<file path="src/rtl/keypad_entry_reg.sv">
// Keypad entry register: turns raw keypad codes into four BCD key digits and flags a complete entry.
// Optional build macro KEY_RANGE_CHECK_EN restricts key_valid to entries that form a legal HH:MM time.
module keypad_entry_reg #(
    parameter int         TIMEOUT_SEC = 10,
    parameter logic [3:0] NO_KEY      = 4'd10
) (
    input  logic       clock,
    input  logic       reset_n,
    input  logic       one_second,
    input  logic [3:0] key,
    input  logic       clear_keys,
    output logic [3:0] key_ms_hr,
    output logic [3:0] key_ls_hr,
    output logic [3:0] key_ms_min,
    output logic [3:0] key_ls_min,
    output logic       key_pressed,
    output logic       key_valid,
    output logic       timeout
);

    localparam int             CW        = $clog2(TIMEOUT_SEC + 1);
    localparam logic [CW-1:0]  SEC_LAST  = CW'(TIMEOUT_SEC - 1);
    localparam logic [CW-1:0]  SEC_ONE   = CW'(1);
    localparam logic [CW-1:0]  SEC_ZERO  = CW'(0);
    localparam logic [3:0]     DIGIT_MAX = 4'd9;

    typedef enum logic [1:0] {
        IDLE  = 2'd0,
        ENTRY = 2'd1,
        FULL  = 2'd2
    } state_t;

    state_t          state_r;
    logic [2:0]      count_r;
    logic [CW-1:0]   sec_cnt_r;
    logic [3:0]      key_prev_r;
    logic [3:0]      ms_hr_r;
    logic [3:0]      ls_hr_r;
    logic [3:0]      ms_min_r;
    logic [3:0]      ls_min_r;
    logic            key_pressed_r;
    logic            timeout_r;
    logic            press_s;
    logic            expire_s;
    logic            range_ok_s;
    logic            key_valid_s;

`ifdef KEY_RANGE_CHECK_EN
    function automatic logic entry_in_range(input logic [3:0] mh, input logic [3:0] lh,
                                            input logic [3:0] mm, input logic [3:0] lm);
        logic hr_ok;
        if (mh == 4'd2) begin
            hr_ok = (lh <= 4'd3);
        end else begin
            hr_ok = (lh <= 4'd9);
        end
        return (mh <= 4'd2) && hr_ok && (mm <= 4'd5) && (lm <= 4'd9);
    endfunction

    assign range_ok_s = entry_in_range(ms_hr_r, ls_hr_r, ms_min_r, ls_min_r);
`else
    assign range_ok_s = 1'b1;
`endif

    // Any code above 9 counts as idle, so only a digit following an idle code is a new press.
    assign press_s  = (key <= DIGIT_MAX) && (key_prev_r > DIGIT_MAX);
    assign expire_s = (state_r != IDLE) && one_second && (sec_cnt_r == SEC_LAST);

    // key_valid is a decode of the registered digits and state.
    always_comb begin
        key_valid_s = 1'b0;
        if (state_r == FULL) begin
            key_valid_s = range_ok_s;
        end else begin
            key_valid_s = 1'b0;
        end
    end

    // Entry state machine: clear beats press, press beats inactivity expiry.
    always_ff @(posedge clock or negedge reset_n) begin
        if (!reset_n) begin
            state_r       <= IDLE;
            count_r       <= 3'd0;
            sec_cnt_r     <= SEC_ZERO;
            key_prev_r    <= NO_KEY;
            ms_hr_r       <= 4'd0;
            ls_hr_r       <= 4'd0;
            ms_min_r      <= 4'd0;
            ls_min_r      <= 4'd0;
            key_pressed_r <= 1'b0;
            timeout_r     <= 1'b0;
        end else begin
            key_prev_r    <= key;
            key_pressed_r <= 1'b0;
            timeout_r     <= 1'b0;
            if (clear_keys || expire_s) begin
                state_r   <= IDLE;
                count_r   <= 3'd0;
                sec_cnt_r <= SEC_ZERO;
                ms_hr_r   <= 4'd0;
                ls_hr_r   <= 4'd0;
                ms_min_r  <= 4'd0;
                ls_min_r  <= 4'd0;
                // A press in the expiry cycle takes precedence over the expiry.
                if (!clear_keys && press_s) begin
                    state_r       <= (count_r >= 3'd3) ? FULL : ENTRY;
                    count_r       <= (count_r >= 3'd3) ? 3'd4 : count_r + 3'd1;
                    ms_hr_r       <= ls_hr_r;
                    ls_hr_r       <= ms_min_r;
                    ms_min_r      <= ls_min_r;
                    ls_min_r      <= key;
                    key_pressed_r <= 1'b1;
                end else begin
                    timeout_r <= !clear_keys;
                end
            end else if (press_s) begin
                state_r       <= (count_r >= 3'd3) ? FULL : ENTRY;
                count_r       <= (count_r >= 3'd3) ? 3'd4 : count_r + 3'd1;
                sec_cnt_r     <= SEC_ZERO;
                ms_hr_r       <= ls_hr_r;
                ls_hr_r       <= ms_min_r;
                ms_min_r      <= ls_min_r;
                ls_min_r      <= key;
                key_pressed_r <= 1'b1;
            end else begin
                case (state_r)
                    IDLE:    sec_cnt_r <= SEC_ZERO;
                    ENTRY,
                    FULL:    sec_cnt_r <= one_second ? (sec_cnt_r + SEC_ONE) : sec_cnt_r;
                    default: begin
                        state_r   <= IDLE;
                        sec_cnt_r <= SEC_ZERO;
                    end
                endcase
            end
        end
    end

    assign key_ms_hr   = ms_hr_r;
    assign key_ls_hr   = ls_hr_r;
    assign key_ms_min  = ms_min_r;
    assign key_ls_min  = ls_min_r;
    assign key_pressed = key_pressed_r;
    assign key_valid   = key_valid_s;
    assign timeout     = timeout_r;

endmodule
</file>
<file path="config.mk">
export PLATFORM = sky130hd
export DESIGN_NAME = keypad_entry_reg
export DESIGN_NICKNAME = d
export VERILOG_FILES = /design/src/rtl/keypad_entry_reg.sv
export SDC_FILE = /design/constraint.sdc
export NUM_CORES = 1
export LEC_CHECK = 0
export ABC_AREA = 1
export ABC_CLOCK_PERIOD_IN_PS = 2600
export CORE_ASPECT_RATIO = 0.6
export CORE_MARGIN = 3
export CORE_UTILIZATION = 54
export DETAILED_ROUTE_END_ITERATION = 6
export PLACE_DENSITY = 0.94
export RECOVER_POWER = 100
export SETUP_SLACK_MARGIN = 0.2
export SLEW_MARGIN = 20
export SYNTH_ARGS = -nofsm -noshare
export SYNTH_HDL_FRONTEND = slang
export SYNTH_SLANG_ARGS = --single-unit
</file>
<file path="constraint.sdc">
create_clock -name clock -period 2.6 [get_ports clock]
set_input_delay 0.52 -clock clock [delete_from_list [all_inputs] [get_ports clock]]
set_output_delay 0.52 -clock clock [all_outputs]
set_load 0.01 [all_outputs]
</file>
==> results_tabular.tex <==
\begin{tabular}{lr}
\hline
Metric & Value \\
\hline
\multicolumn{2}{l}{\textbf{Outcome}} \\
Outcome & completed \\
\multicolumn{2}{l}{\textbf{Logic synthesis}} \\
Sequential element share of the synthesized area & between 50\% and 60\% \\
Post-Syn Area per Cell & between 9 and 10 sq um \\
Distinct cell type count after synthesis & 19 \\
Synth Net Count & 164 \\
FF+latch count, synth & 30 \\
YS warnings & 0 \\
Synthesized instance count & between 100 and 150 \\
Synthesized cell area & roughly 0.0014 sq mm \\
\multicolumn{2}{l}{\textbf{STA}} \\
Achievable Freq & a little under 500 MHz \\
Final hold violation count & 0 \\
Min Clock Period, post-route & 2058 ps \\
Setup slack of the critical path after layout & roughly 540 ps \\
Fin crit share & 79.17\% \\
Sum of negative setup slack & 0 ps \\
Worst Max-Slew Pin Slew & slightly below 500 ps \\
Relative max-transition margin & between 60\% and 70\% \\
Clock skew & 3.509 ps \\
Worst hold margin & a little under 500 ps \\
Final setup vio count & 0 \\
Max-slew violation count & 0 \\
Setup repair after global routing missed its margin & false \\
\multicolumn{2}{l}{\textbf{Die}} \\
Area of the core & about 0.0023 sq mm \\
Horizontal die dimension & around 71 um \\
Effective utilization at floorplan & 59.77\% \\
Die Span Y & between 40 and 50 um \\
Number of standard-cell rows in the floorplan & 13 \\
Number of top-level design ports & 27 \\
Total die area & approximately 0.0032 sq mm \\
\multicolumn{2}{l}{\textbf{Layout}} \\
Area Overhead vs Synth & 28.24\% \\
Antenna diode count & 0 \\
Leading cell type in the layout, fill and taps excluded & nand2\_1 \\
Final cell count without fillers & 210 \\
Net count of the finished layout & about 190 \\
Layout cell share with drive strength beyond 1 & roughly 9\% \\
Design area & 0.001733 sq mm \\
Most used cells in the layout excluding fill and tap cells & nand2\_1 (48), dfrtp\_1 (28), nand3\_1 (26) \\
\multicolumn{2}{l}{\textbf{Power and ir drop}} \\
Power Dens Cells & just under 600 mW/mm\^{}2 \\
Leakage power & 0.9396 nW \\
Power share of the sequential group & a little under half \\
Net Sw Power & roughly 0.23 mW \\
Int Power & between 0.7 and 0.8 mW \\
Logic pwr share & under 10\% \\
Worst voltage drop across the vdd grid & approximately 450 uV \\
Fraction of power spent switching nets & 22.24\% \\
Share of total power in the clock network & between 40 and 50\% \\
\multicolumn{2}{l}{\textbf{Critical path}} \\
Library cell contributing the largest single delay on the critical path & dlygate4sd3\_1 \\
Critical Path Source Type & flop \\
Number of cells on the critical path & 3 \\
Worst Setup SP & state\_r[0] \\
FF-to-FF End & key\_ls\_hr[0] \\
Endpoint type of the worst setup path & output pin \\
Critical Path Fanout Max & 3 \\
Family with the most delay on the worst path & buffers and inverters \\
Ordered cell list for the critical path & inv\_1 > ha\_1 > dlygate4sd3\_1 \\
Arrival time of data at the critical path endpoint & between 1500 and 2000 ps \\
Slowest stage delay, CP & 600 ps \\
Critical path required time & around 2100 ps \\
WP buf/inv & 2 \\
Startpoint of the worst register-to-register path & state\_r[0] \\
Worst reg2reg setup slack & approximately 940 ps \\
Logic depth of the worst register-to-register path & 9 \\
Worst setup endpoint & key\_valid \\
Critical Setup Path Class & reg2out \\
\multicolumn{2}{l}{\textbf{Clocking}} \\
CTS Buf Count & 5 \\
Skew-Pair Late Insertion Delay & 280 ps \\
Buffer depth of the longest clock path & 2 \\
CTS tree & yes \\
Clock edge transition at the registers on the reported setup and hold paths & roughly 60 ps \\
Count of instances resized after the clock tree is built & 0 \\
CTS root buf & clkbuf\_8 \\
Number of sinks handled by clock tree synthesis & 30 \\
Count of H-tree levels built during CTS & 2 \\
Number of setup buffers added after CTS & 0 \\
Hold-fix buffers at CTS & 0 \\
\multicolumn{2}{l}{\textbf{GRT}} \\
Layer with the highest usage & met2 \\
Leftover overflow at the end of global routing & 0 \\
Met1 track demand over resource & a little under a quarter \\
Global-route total usage across every layer & between 20\% and 30\% \\
Maximum number of pins on one net before global-route repair & 31 \\
Met2 usage & between 30\% and 40\% \\
Via count of the first global-routing pass & 1160 \\
Fraction of met3 tracks used by global routing & around 7.8\% \\
Antenna violations before repair & 0 \\
First-pass GRT wire length & between 5000 and 6000 um \\
\multicolumn{2}{l}{\textbf{Routing}} \\
Residual antenna-violating net count after detailed routing & 0 \\
Number of vias per cell after detailed routing & roughly 5.5 \\
WL/cell & 14.61 um \\
DR iter-0 viols & 46 \\
Drc violations & 0 \\
Via count of the routed design & 1145 \\
Number of search-and-repair iterations in the first detailed-routing pass & 4 \\
Detailed-route wire length & 3068 um \\
\multicolumn{2}{l}{\textbf{Placement}} \\
Worst slack at placement & roughly 560 ps \\
I/O Buffers & 26 \\
Routability Congestion & slightly below 0.8 \\
DP Cell Count & 202 \\
Dpl cell area & between 0.0015 and 0.002 sq mm \\
Estimated wirelength of the detail-placed design & 2189 um \\
\multicolumn{2}{l}{\textbf{Worst hold path}} \\
Hold crit path type & reg2reg \\
\multicolumn{2}{l}{\textbf{Flow run}} \\
Reported max-cap violation count & 0 \\
\hline
\end{tabular}
layer usage:
layer,share of wire (%),wire length [um],vias up
met5,0,0,-
met4,2.7,83,0
met3,6.9,213,12
met2,49,1516,45
met1,41,1255,553
li1,-,-,535
final cells by class:
type,count,area [sq um]
fillers,160,528.0
clock buffers,7,76.32
well taps,30,37.54
multi-input cells,102,514.2
clock inverters,1,30.03
repair buffers,29,280.3
inverters,11,41.29
flip-flops and latches,30,753.2
state kept, by name (all words and copies together) (netlist names):
signal	count
key_pressed	1
key_ms_hr	4
state_r	2
count_r	3
timeout	1
key_prev_r	3
key_ls_hr	4
sec_cnt_r	4
key_ms_min	4
key_ls_min	4
cells in the mapped netlist:
cell      number  area, sq um
nor2_4         1        11.26
ha_1           7        87.58
and3b_1        1        8.760
nor2_1         7        26.28
inv_1         11        41.29
o211ai_1       1        7.510
nand2_2        1        6.260
o21ai_0        2        10.01
buf_6          2        22.52
o21ai_1        1        5.000
nor2_2         1        6.260
buf_2          4        20.02
nand2_1       48        180.2
a21oi_1        3        15.01
nand3_1       26        130.1
or2_2          2        12.51
a21boi_0       1        7.510
dfrtp_1       28        700.7
dfstp_2        2        52.55
worst register-to-register path, delay by kind of cell (launching register included):
family	cells	cell delay, ps
simple gates	5	630
flops	1	410
buf+inv	3	410
fa+ha+maj	1	160
worst min path at each step:
stage	start	end	depth (start not counted)
2_1_floorplan	reset_n	count_r[0]	0
3_3_place_gp	count_r[2]	count_r[2]	2
3_5_place_dp	key_ms_hr[0]	key_ms_hr[0]	2
4_1_cts	key_ms_hr[0]	key_ms_hr[0]	2
5_1_grt	key_ms_hr[0]	key_ms_hr[0]	2
6_report	key_ms_hr[0]	key_ms_hr[0]	2
cells by family (layout without fill, tap and decap cells):
kind of cell | after synthesis | count (layout) | share of synthesized area, %
and+or+nand+nor | 87 | 87 | 28.24
DFF | 30 | 30 | 55.74
buffers and inverters | 17 | 48 | 6.204
AOI/OAI and AO/OA | 8 | 8 | 3.333
adders and majority gates | 7 | 7 | 6.481
power groups by stage:
stage               clock network (mW)  registers, mW  logic [mW]
detailed placement                   0          0.497      0.0838
floorplan                            0          0.497      0.0391
CTS                              0.457          0.489      0.0846
finish                           0.454          0.489      0.0803
global route                     0.480          0.490      0.0890
global placement                     0          0.496      0.0796
per-stage QoR:
stage | utilization [%] | power (mW)
6_report | 76.65 | 1.023
5_1_grt | 76.65 | 1.059
3_3_place_gp | 72.05 | 0.5754
2_1_floorplan | - | 0.5366
3_5_place_dp | 72.05 | 0.5807
4_1_cts | 76.76 | 1.030
(Power assumes the default switching activity.)
